File: config.mk
export PLATFORM = sky130hd
export DESIGN_NAME = mem_access_unit_flat
export DESIGN_NICKNAME = d
export VERILOG_FILES = /design/src/rtl/mem_access_pkg.sv /design/src/rtl/mem_access_if.sv /design/src/rtl/mem_lane_align.sv /design/src/rtl/mem_access_unit.sv /design/src/flat_wrapper.sv
export SDC_FILE = /design/constraint.sdc
export NUM_CORES = 1
export LEC_CHECK = 0
export ABC_AREA = 1
export BUFFER_PORTS_ARGS = -buffer_cell sky130_fd_sc_hd__buf_2
export CAP_MARGIN = 20
export CORE_MARGIN = 1.5
export CORE_UTILIZATION = 25
export DETAILED_ROUTE_END_ITERATION = 7
export PLACE_DENSITY = 0.54
export RECOVER_POWER = 100
export SLEW_MARGIN = 10
export SYNTH_ARGS = -nofsm -noshare
export SYNTH_HDL_FRONTEND = slang
export SYNTH_HIERARCHICAL = 1
export SYNTH_SLANG_ARGS = --single-unit
export TNS_END_PERCENT = 5
File: constraint.sdc
create_clock -name clk -period 2.6 [get_ports clk]
set_clock_uncertainty 0.15 [all_clocks]
set_input_delay 0.26 -clock clk [delete_from_list [all_inputs] [get_ports clk]]
set_output_delay 0.26 -clock clk [all_outputs]
set_load 0.005 [all_outputs]
File: src/rtl/mem_access_pkg.sv
// mem_access_pkg: size codes, FSM state encoding and alignment rule shared by the memory access unit.
package mem_access_pkg;
  typedef enum logic [1:0] {SZ_WORD = 2'b00, SZ_HALF = 2'b01, SZ_BYTE = 2'b10, SZ_RSVD = 2'b11} size_t;
  typedef enum logic [1:0] {ST_IDLE, ST_RD, ST_WR, ST_RESP} state_t;
  function automatic logic misaligned(size_t size, logic [1:0] lane);
    return size == SZ_RSVD || (size == SZ_HALF && lane[0]) || (size == SZ_WORD && lane != 2'b00);
  endfunction
endpackage

File: src/rtl/mem_access_if.sv
// mem_access_if: CPU request/response handshake plus the Memoria word bus.
interface mem_access_if #(parameter int ADDR_W = 32);
  logic req_valid, req_ready, req_write, req_unsigned;
  logic [1:0] req_size;
  logic [ADDR_W-1:0] req_addr, mem_addr;
  logic [31:0] req_wdata, resp_rdata, mem_wdata, mem_rdata;
  logic resp_valid, resp_err, mem_wr;
  modport master (
    output req_valid, req_write, req_size, req_unsigned, req_addr, req_wdata, mem_rdata,
    input req_ready, resp_valid, resp_err, resp_rdata, mem_addr, mem_wr, mem_wdata
  );
  modport slave (
    input req_valid, req_write, req_size, req_unsigned, req_addr, req_wdata, mem_rdata,
    output req_ready, resp_valid, resp_err, resp_rdata, mem_addr, mem_wr, mem_wdata
  );
endinterface

File: src/rtl/mem_lane_align.sv
// mem_lane_align: little-endian lane extraction/extension for loads and lane insertion for stores.
module mem_lane_align
  import mem_access_pkg::*;
(
  input  logic [31:0] word,
  input  logic [1:0]  lane,
  input  size_t       size,
  input  logic        zext,
  input  logic [31:0] wdata,
  output logic [31:0] load_data,
  output logic [31:0] store_data
);
  logic [7:0] b;
  logic [15:0] h;
  always_comb begin
    b = word[{lane, 3'b000} +: 8];
    h = lane[1] ? word[31:16] : word[15:0];
    load_data = size == SZ_BYTE ? {{24{b[7] & ~zext}}, b}
              : size == SZ_HALF ? {{16{h[15] & ~zext}}, h} : word;
    store_data = size == SZ_WORD ? wdata : word;
    if (size == SZ_BYTE) store_data[{lane, 3'b000} +: 8] = wdata[7:0];
    else if (size == SZ_HALF) store_data[{lane[1], 4'b0000} +: 16] = wdata[15:0];
  end
endmodule

File: src/rtl/mem_access_unit.sv
// mem_access_unit: load/store sequencer to a word-wide Memoria; sub-word stores use read-modify-write.
module mem_access_unit
  import mem_access_pkg::*;
#(
  parameter int MEM_LAT = 1,
  parameter int ADDR_W = 32
) (
  input logic clk,
  input logic reset,
  mem_access_if.slave bus
);
  state_t state, next;
  size_t size_in, size_q;
  logic [2:0] cnt;
  logic [1:0] lane_q;
  logic write_q, zext_q, err_q, err_in, last, ready, resp, wr;
  logic [31:0] wdata_q, word_q, load_data, store_data;
  logic [ADDR_W-1:0] addr_q;

  assign size_in = size_t'(bus.req_size);
  assign err_in = misaligned(size_in, bus.req_addr[1:0]);
  assign last = cnt == 3'(MEM_LAT);

  always_ff @(posedge clk)
    if (reset) state <= ST_IDLE;
    else state <= next;

  always_comb
    next = state == ST_IDLE ? (!bus.req_valid ? ST_IDLE : err_in ? ST_RESP
                               : (bus.req_write && size_in == SZ_WORD) ? ST_WR : ST_RD)
         : state == ST_RD ? (!last ? ST_RD : write_q ? ST_WR : ST_RESP)
         : state == ST_WR ? ST_RESP : ST_IDLE;

  always_comb begin
    ready = state == ST_IDLE;
    resp = state == ST_RESP;
    wr = state == ST_WR;
    bus.req_ready = ready;
    bus.resp_valid = resp;
    bus.resp_err = resp && err_q;
    bus.resp_rdata = (resp && !err_q && !write_q) ? load_data : '0;
    bus.mem_wr = wr;
    bus.mem_wdata = wr ? store_data : '0;
    bus.mem_addr = addr_q;
  end

  // RD spans MEM_LAT+1 cycles: address presentation plus MEM_LAT cycles of read latency
  always_ff @(posedge clk)
    if (reset) begin
      cnt <= '0;
      addr_q <= '0;
      size_q <= SZ_WORD;
      lane_q <= '0;
      write_q <= 1'b0;
      zext_q <= 1'b0;
      err_q <= 1'b0;
      wdata_q <= '0;
      word_q <= '0;
    end else begin
      cnt <= (state == ST_RD && !last) ? cnt + 3'd1 : '0;
      if (ready && bus.req_valid) begin
        size_q <= size_in;
        lane_q <= bus.req_addr[1:0];
        write_q <= bus.req_write;
        zext_q <= bus.req_unsigned;
        err_q <= err_in;
        wdata_q <= bus.req_wdata;
        if (!err_in) addr_q <= {bus.req_addr[ADDR_W-1:2], 2'b00};
      end
      if (state == ST_RD && last) word_q <= bus.mem_rdata;
    end

  mem_lane_align u_align (
    .word(word_q),
    .lane(lane_q),
    .size(size_q),
    .zext(zext_q),
    .wdata(wdata_q),
    .load_data(load_data),
    .store_data(store_data)
  );
endmodule

File: src/flat_wrapper.sv
// flat-port wrapper written by rule: the top's interface ports become plain ports
module mem_access_unit_flat import mem_access_pkg::*;
#(
  parameter int MEM_LAT = 1,
  parameter int ADDR_W = 32
)
  (clk, reset, bus_req_valid, bus_req_write, bus_req_size, bus_req_unsigned, bus_req_addr, bus_req_wdata, bus_mem_rdata, bus_req_ready, bus_resp_valid, bus_resp_err, bus_resp_rdata, bus_mem_addr, bus_mem_wr, bus_mem_wdata);
  mem_access_if #(.ADDR_W(ADDR_W)) bus_i ();
  input logic clk;
  input logic reset;
  input wire logic [$bits(bus_i.req_valid)-1:0] bus_req_valid;
  input wire logic [$bits(bus_i.req_write)-1:0] bus_req_write;
  input wire logic [$bits(bus_i.req_size)-1:0] bus_req_size;
  input wire logic [$bits(bus_i.req_unsigned)-1:0] bus_req_unsigned;
  input wire logic [$bits(bus_i.req_addr)-1:0] bus_req_addr;
  input wire logic [$bits(bus_i.req_wdata)-1:0] bus_req_wdata;
  input wire logic [$bits(bus_i.mem_rdata)-1:0] bus_mem_rdata;
  output wire logic [$bits(bus_i.req_ready)-1:0] bus_req_ready;
  output wire logic [$bits(bus_i.resp_valid)-1:0] bus_resp_valid;
  output wire logic [$bits(bus_i.resp_err)-1:0] bus_resp_err;
  output wire logic [$bits(bus_i.resp_rdata)-1:0] bus_resp_rdata;
  output wire logic [$bits(bus_i.mem_addr)-1:0] bus_mem_addr;
  output wire logic [$bits(bus_i.mem_wr)-1:0] bus_mem_wr;
  output wire logic [$bits(bus_i.mem_wdata)-1:0] bus_mem_wdata;
  assign bus_i.req_valid = bus_req_valid;
  assign bus_i.req_write = bus_req_write;
  assign bus_i.req_size = bus_req_size;
  assign bus_i.req_unsigned = bus_req_unsigned;
  assign bus_i.req_addr = bus_req_addr;
  assign bus_i.req_wdata = bus_req_wdata;
  assign bus_i.mem_rdata = bus_mem_rdata;
  assign bus_req_ready = bus_i.req_ready;
  assign bus_resp_valid = bus_i.resp_valid;
  assign bus_resp_err = bus_i.resp_err;
  assign bus_resp_rdata = bus_i.resp_rdata;
  assign bus_mem_addr = bus_i.mem_addr;
  assign bus_mem_wr = bus_i.mem_wr;
  assign bus_mem_wdata = bus_i.mem_wdata;
  mem_access_unit #(.MEM_LAT(MEM_LAT), .ADDR_W(ADDR_W)) u_core (.clk(clk), .reset(reset), .bus(bus_i));
endmodule
**Word level (Yosys, flattened, before mapping)**

Index checks and enable logic that the tools add are counted.
Widths: inputs -> output; s select.

- $add $sub $neg: 3
- Eq/ne operators: 8
- Shifts and indexed selects: 5
- Multiplexer cells: 18
- Bitwise gates (word level): 5
- Reduce and logical (&&, ||, !) cells: 20

Operator list:

| operator | count |
|---|---|
| $mux 32 | 7 |
| $bwmux 32 | 2 |
| $shift 16x7->32 const A | 1 |
| $shift 8x7->32 const A | 1 |
| $shiftx 16x7->32 | 1 |
| $shiftx 32x6->8 | 1 |
| $shiftx 8x7->32 | 1 |
| $mux 16 | 1 |
| $mux 2 | 7 |
| $neg 5->7 | 2 |
| $logic_and 1x1->1 | 9 |
| $eq 2x2->1 const B | 4 |
| $eq 2x1->1 const B | 3 |
| $logic_not 2->1 | 3 |
| $add 3x1->3 const B | 1 |
| $eq 3x1->1 const B | 1 |
| $logic_not 1->1 | 3 |
| $not 1->1 | 3 |
| $and 1x1->1 | 2 |
| $logic_or 1x1->1 | 2 |
| $reduce_and 2->1 | 1 |
| $reduce_bool 2->1 | 1 |
| $reduce_or 2->1 | 1 |
| $mux 1 | 1 |

- Flip-flop bits (word level): 106
- Bits of input ports: 103
- Output and inout bits: 100
- Logic and storage cells: 69

**Depth between registers and ports, before layout**

Gate-level depths: netlist (run 1).

- Word-level depth: 7
- Depth in mapped cells: 14
- Mapped depth without buffers: 11

**Hierarchy**

Netlist (run 1), hierarchy kept.

By module, submodules not included:

| module | instances | cells an instance | area each (sq um) | seq. area each (sq um) |
|---|---|---|---|---|
| mem_access_unit | 1 | 653 | 4581.9 | 2122.0 |
| mem_lane_align | 1 | 729 | 3140.5 | 0.0 |

**Worst setup path before layout (run 1)**

OpenSTA, ideal clock, no wires.

- Path type: flip-flop to output port
- Start: register u_core.lane_q[0]
- End: output port bus_mem_wdata[8]
- Data arrival time: 1.917 ns
- Required time: 2.190 ns
- Setup slack: 0.273 ns
- Cell stages (with the launch flop): 15
- Buffers on the path: 3
- Path through: dfxtp_1 > buf_2 > inv_2 > buf_2 > ha_1 > buf_2 > inv_2 > nand2_1 > nor2_2 > nand2_1 > nand2_1 > nand2_1 > nand2_1 > inv_1 > nor2_1

- Longest elaborated chain between the ends: 5

RTL lines:

| what | line | source |
|---|---|---|
| start: declaration | mem_access_unit.sv:15 | `logic [1:0] lane_q;` |
| start signal: assignment | mem_access_unit.sv:63 | `lane_q <= bus.req_addr[1:0];` |
| $neg 5->7 (*) | mem_lane_align.sv:21 | `if (size == SZ_BYTE) store_data[{lane, 3'b000} +: 8] = wdata[7:0];` |
| $shiftx 8x7->32 / $shift 8x7->32 (equally long branches) | mem_lane_align.sv:21 |  |
| $bwmux 32 (*) | mem_lane_align.sv:21 |  |
| $mux 32 (*) | mem_lane_align.sv:21 |  |
| net u_core.store_data[8] | mem_access_unit.sv:17 | `logic [31:0] wdata_q, word_q, load_data, store_data;` |
| $mux 32 (*) | mem_access_unit.sv:43 | `bus.mem_wdata = wr ? store_data : '0;` |
| end: declaration | flat_wrapper.sv:24 | `output wire logic [$bits(bus_i.mem_wdata)-1:0] bus_mem_wdata;` |

The timed path passes the listed nets; every way through them passes the cells marked *.

**Final worst setup path (run 1)**

- Start: register u_core.lane_q[0]
- End: output port bus_mem_wdata[11]

Same word-level chain as after synthesis.

==> results of run 1 <==
[kinds of logic (layout without fill, tap and decap cells)]
logic type	after synthesis	count (layout)	share of synthesized area (%)
buffers and inverters	248	451	14.82
xor gates and xnor gates	1	1	0.1134
and+or+nand+nor	918	918	49.48
other	1	2	0.04856
DFF	106	106	27.48
adders and majority gates	7	7	1.134
AOI/OAI and AO/OA	101	101	6.918
[through the flow]
step / setup WS, ps / std cells / TNS [ps] / power (mW) / util [%]
2_1_floorplan: 273.0 / 1383 / 0 / 3.274 / -
3_3_place_gp: 313.8 / 1929 / 0 / 3.899 / 29.57
3_5_place_dp: 327.4 / 1929 / 0 / 3.902 / 29.57
4_1_cts: -29.30 / 1974 / -166.2 / 5.529 / 31.68
5_1_grt: -23.92 / 1982 / -75.13 / 5.909 / 32.00
6_report: 122.9 / 1982 / 0 / 5.514 / 32.00
[power groups by stage]
stage	Combinational, mW	Clock (mW)	Sequential, mW
after floorplan	1.37	0	1.91
after global placement	1.93	0	1.97
after detailed placement	1.94	0	1.97
after CTS	1.98	1.62	1.93
after global routing	2.29	1.66	1.96
final	2.01	1.56	1.94
[metal layers]
metal	share of wire, %	vias to the layer above
met3	6.6	32
met1	45	4040
met4	2.2	0
met5	0	-
li1	-	4614
met2	46	295
[final timing paths]
kind / slack, ps / cells past startpoint / start / endpoint
min reg2reg: 310 / 1 / u_core/cnt[0]$_SDFF_PP0_ / u_core/cnt[0]$_SDFF_PP0_
max: 120 / 11 / u_core/lane_q[0]$_SDFFE_PP0N_ / bus_mem_wdata[11]
max reg2reg: 420 / 6 / u_core/state[1]$_SDFF_PP0_ / u_core/wdata_q[4]$_SDFFE_PP0N_
min: 10 / 3 / bus_req_wdata[28] / u_core/wdata_q[28]$_SDFFE_PP0N_
[flip-flops by register name, summed over array words and instances, names as in the netlist]
signal,cells
u_core/err_q,1
u_core/write_q,1
u_core/cnt,3
u_core/size_q,2
u_core/word_q,32
u_core/lane_q,2
u_core/bus.mem_addr,30
u_core/state,2
u_core/wdata_q,32
u_core/zext_q,1
[critical path, stage by stage (launching register included)]
cell and delay, ps:
dfxtp_4 370, inv_2 60, ha_2 350, nand2_2 90, nor2_4 240, nand2_1 140
nand2_1 90, nand2_1 50, nand2_1 60, inv_1 40, nor2_1 80, buf_2 130
[timing repair]
action / 4_1_cts / 5_1_grt
gates resized for setup: 4 / 27
pin swaps: 0 / 2
endpoints found under the hold margin: 30 / 0
endpoints found under the setup margin: 46 / 52
hold buffers: 29 / 0
buffers inserted: 0 / 7
gates cloned: 0 / 1
[layout make-up]
type / instances / area, sq um
Timing Repair Buffer: 273 / 1697
Tap cell: 396 / 495.5
Fill cell: 3556 / 20750
Clock inverter: 6 / 97.59
Clock buffer: 10 / 239.0
Multi-Input combinational cell: 1029 / 4487
Sequential cell: 106 / 2130
Inverter: 162 / 616.8
[cell usage in the layout, fill, tap and decap left out, drive strengths merged]
master       instances
o211ai               7
nor2               286
inv                160
nand4                8
dlygate4sd3         29
nand3b              30
conb                 2
o21ai               89
bufinv               2
ha                   7
buf                217
clkinv               5
xnor2                1
dfxtp              106
a21oi                5
clkbuf              37
nand3              125
clkinvlp             1
nor3                 1
nand2              468
==> key figures, run 1 <==
Worst hold path
  – Hold Path Class: primary input to flop

Global route
  – Gr busiest metal: met2
  – Grt met3 use: 3.435%
  – Global Route met1 Usage: 25.39%
  – Initial antenna violation count: 1
  – Global-route wire length before repair: 48020 microns
  – Overflow after GRT: 0
  – Vias in the first global route: 8438
  – Largest net degree at the start of global routing: 76
  – Routing usage on met2: 33.19%
  – Global Route Usage Sum: between 10% and 20%

Final layout
  – Post-route cell area: 9762 sq um
  – Diode count: 0
  – Synth-to-Final Area Change: 26.41%
  – Share of cells above drive strength 1: 17.78%
  – Nets: 1691

Yosys
  – Synth unique cells: 31
  – Post-Synthesis Cell Area: 7722 sq um
  – Post-Syn Instances: 1382
  – Synth top cells by count: nand2_1, nor2_1, inv_1
  – Area contributors post-synth: dfxtp_1, nand2_1, nor2_1
  – Top cell type by total area after synthesis: dfxtp_1
  – Number of synthesized flops with an enable pin: 0
  – Share of the synthesized area in the top cell type: between 20% and 30%
  – Async set-reset flop share out of synthesis: 0%
  – Avg Cell Area, Syn: 5.588 sq um
  – Yosys warnings: 6
  – Most numerous cell in the Yosys netlist: nand2_1
  – Ys flop type: dfxtp_1
  – Seq cells post-synth: 106
  – Sequential share of the synthesized area: 27.48%

Critical path
  – WS Path Type: flop to output pin
  – Critical Path RT: around 2200 ps
  – Crit Path Max Fanout: 8
  – CP Capture Type: output pin
  – Worst Setup Start Kind: flop
  – CP arrival: 2070 ps

Detailed routing
  – Initial DRC Count: about 560
  – WL per Instance: 15.80 microns
  – Routed vias: 8981
  – Final ANT Viol Nets: 0
  – DRC: 0
  – DRT Pass-1 Iters: 7
  – Total Routed Length: 31320 microns
  – Vias per Instance: ~4.5

STA
  – FMAX: 403.7 MHz
  – Unrepaired setup endpoints after global routing: yes
  – Slew @ Worst Pin: 877.3 ps
  – Max-slew violation count: 0
  – Minimum clock period: 2477 ps
  – Max-slew headroom at the worst pin: 41.43%
  – Final Hold Violating Endpoints: 0
  – Endpoints failing setup: 0
  – Hold Slack: around 12 ps
  – Crit share post-route: 95.27%

Die
  – Core ar.: approximately 30000 sq um
  – Die Span Y: 178.8 microns
  – # IOs: 203
  – Initial Util: 25.31%
  – Die area: 31950 sq um
  – Rows: 64
  – Die X: 178.8 microns

Power and ir drop
  – P_sw: 2.137 mW
  – Maximum vdd drop: 405.5 uV
  – Clk pwr share: 28.4%
  – Combinational power share: 36.5%
  – Switching Share: 38.75%
  – P_leak: approximately 5 nW
  – PwrDens: between 500 and 600 nW/um^2
  – Flop pwr share: 35.2%
  – Internal power: 3.377 mW

CTS
  – Sink Count: 106
  – CTS max path bufs: 2
  – Root Buffer: clkbuf_16
  – H-tree Lvls: 3
  – Clk slew on worst S/H paths: 80 ps
  – CTS Buf Count: 9
  – Worst skew pair latency: 360 ps
  – CTS tree: built

Placed design
  – Placed inst area: 9021 sq um
  – Post-DP HPWL: 23670 microns
  – Routability cong.: 0.9549
  – Port Buffers: 200

Job
  – Number of max-cap violations: 0

Run status
  – Status: finished, final reports clean
No activity file was read; power rests on OpenSTA's default activity.
==> run 2, diff against run 1 <==
CORE_UTILIZATION = 54   (was 25)
PLACE_DENSITY = 0.91   (was 0.54)
==> key figures, run 2 (synthesis gave the netlist of run 1 again) <==
Run status
  – Status: finished, final reports clean

Global route
  – Largest net degree at the start of global routing: 76
  – Global Route met1 Usage: 44.65%
  – Global-route wire length before repair: 40320 microns
  – Global Route Usage Sum: 34.69%
  – Overflow after GRT: 0
  – Routing usage on met2: between 50% and 60%
  – Gr busiest metal: met2
  – Initial antenna violation count: 0
  – Grt met3 use: 5.065%
  – Vias in the first global route: 7882

CTS
  – Worst skew pair latency: 350 ps
  – Root Buffer: clkbuf_16
  – Clk slew on worst S/H paths: 70 ps
  – Sink Count: roughly 110
  – CTS tree: built
  – CTS max path bufs: 2
  – CTS Buf Count: 9
  – H-tree Lvls: 3

Final layout
  – FILL cells: 1343
  – Synth-to-Final Area Change: 19.22%
  – Final std cells w/o fill: 1745
  – Area of the multi-input gates: 4469 sq um
  – Diode count: 0
  – Share of cells above drive strength 1: roughly 17%
  – Nets: 1670
  – Commonest non-fill, non-tap cell in the layout: nand2_1
  – Sequential cell area: 2126 sq um
  – Commonest cells after routing, fill and taps aside: nand2_1, nor2_1, buf_2

Critical path
  – Worst flop-to-flop path startpoint: u_core/cnt[0]$_SDFF_PP0_
  – Crit Path Max Fanout: 9
  – CP Capture Type: output pin
  – Register-to-register setup slack: 400 ps
  – Critical path launch point: u_core/lane_q[1]$_SDFFE_PP0N_
  – WS Path Type: flop to output pin
  – CP arrival: 2140 ps
  – Crit path to: bus_mem_wdata[28]
  – Critical Path RT: 2190 ps
  – Worst Setup Start Kind: flop
  – Worst r2r dst: u_core/state[1]$_SDFF_PP0_
  – R2R depth: 7

Power and ir drop
  – Overall Power: 5.250 mW
  – Maximum vdd drop: about 440 uV
  – P_leak: 4.881 nW
  – PwrDens: 570.2 nW/um^2

Detailed routing
  – Initial DRC Count: a little under 1000
  – DRT Pass-1 Iters: 6
  – DRC: 0
  – Routed vias: approximately 9200
  – Vias per Instance: 5.254
  – Final ANT Viol Nets: 0
  – Total Routed Length: 26220 microns
  – WL per Instance: 15.03 microns

Placed design
  – Port Buffers: 200
  – Post-DP HPWL: 19130 microns
  – Routability cong.: 1.016
  – Placed Instances: 1708

Die
  – # IOs: 203
  – Rows: 43
  – Core ar.: 13930 sq um
  – Die X: between 100 and 150 microns
  – Die Span Y: between 100 and 150 microns
  – Die area: roughly 15000 sq um
  – Initial Util: 55.42%

STA
  – Unrepaired setup endpoints after global routing: yes
  – Slew @ Worst Pin: roughly 1200 ps
  – FMAX: 392.1 MHz
  – Max-slew headroom at the worst pin: 16.80%
  – Max-slew violation count: 0
  – Minimum clock period: 2551 ps
  – Crit share post-route: 98.10%
  – Final Hold Violating Endpoints: 0
  – Endpoints failing setup: 0

Worst hold path
  – Hold Path Class: primary input to flop
  – Hold path startpoint: bus_mem_rdata[3]

Job
  – Number of max-cap violations: 0
run 2: cell types whose count changed in the layout (fill, tap and decap cells not counted), moves of 2 or more:
cell / before / now
clkinv_4: 3 / 1
o21ai_0: 62 / 84
o21ai_1: 27 / 5
buf_12: 5 / 3
inv_6: 0 / 2
inv_2: 14 / 12
buf_2: 176 / 178
dlygate4sd3_1: 29 / 16
nand2_2: 4 / 2
buf_4: 30 / 26
nand2_1: 462 / 465
run 2: how the worst min path moves through the flow:
stage                                       to  slack, ps  cells after the start
6_report         u_core/word_q[3]$_SDFFE_PP0P_          9                      3
2_1_floorplan       u_core/state[0]$_SDFF_PP0_        180                      1
3_5_place_dp          u_core/cnt[0]$_SDFF_PP0_        300                      1
3_3_place_gp          u_core/cnt[0]$_SDFF_PP0_        290                      1
4_1_cts        u_core/wdata_q[20]$_SDFFE_PP0N_        0.9                      3
5_1_grt          u_core/word_q[0]$_SDFFE_PP0P_         20                      3
run 2: power by group:
group	switching [mW]	internal, mW	total [mW]
clock	0.609	0.783	1.39
sequential	0.166	1.77	1.94
combinational	1.24	0.676	1.92
total	2.02	3.23	5.25
run 2: area by class of cell:
type,count,share of cell area (%)
multi-input cells,1029,48.55
flip-flops and latches,106,23.09
repair buffers,252,15.91
inverters,162,6.714
clock buffers,12,2.677
well taps,180,2.446
clock inverters,4,0.6116
run 2: metrics by stage:
stage	TNS (ps)	instance area, sq um	worst slack, ps	hold WS, ps	util [%]
floorplan	0	7726	273.0	179.1	-
global placement	0	8701	428.3	288.2	62.44
detailed placement	0	8701	406.5	296.5	62.44
CTS	0	9164	15.73	0.8511	65.76
global route	-81.42	9206	-20.57	18.89	66.07
finish	0	9206	49.35	9.456	66.07
run 2: critical path, cell delays in order, from the launching register on:
cell and delay [ps]:
dfxtp_1 350, inv_2 90, ha_2 210, buf_4 180
nor3_2 160, buf_4 180, nand2_1 110, nand2_1 80
nand2_1 50, nand2_1 80, inv_1 50, nor2_1 110
buf_2 130
run 2: layer usage:
metal	wire length [microns]	part of all wire [%]
met5	0	0
met4	1074	4.1
met3	2312	8.8
met2	12080	46
met1	10750	41
run 2: timing repair:
| action | in CTS | in global routing |
|---|---|---|
| endpoints found under the hold margin | 17 | 0 |
| hold buffers | 16 | 0 |
| gates resized for setup | 0 | 19 |
| buffers inserted | 0 | 5 |
| endpoints found under the setup margin | 0 | 56 |
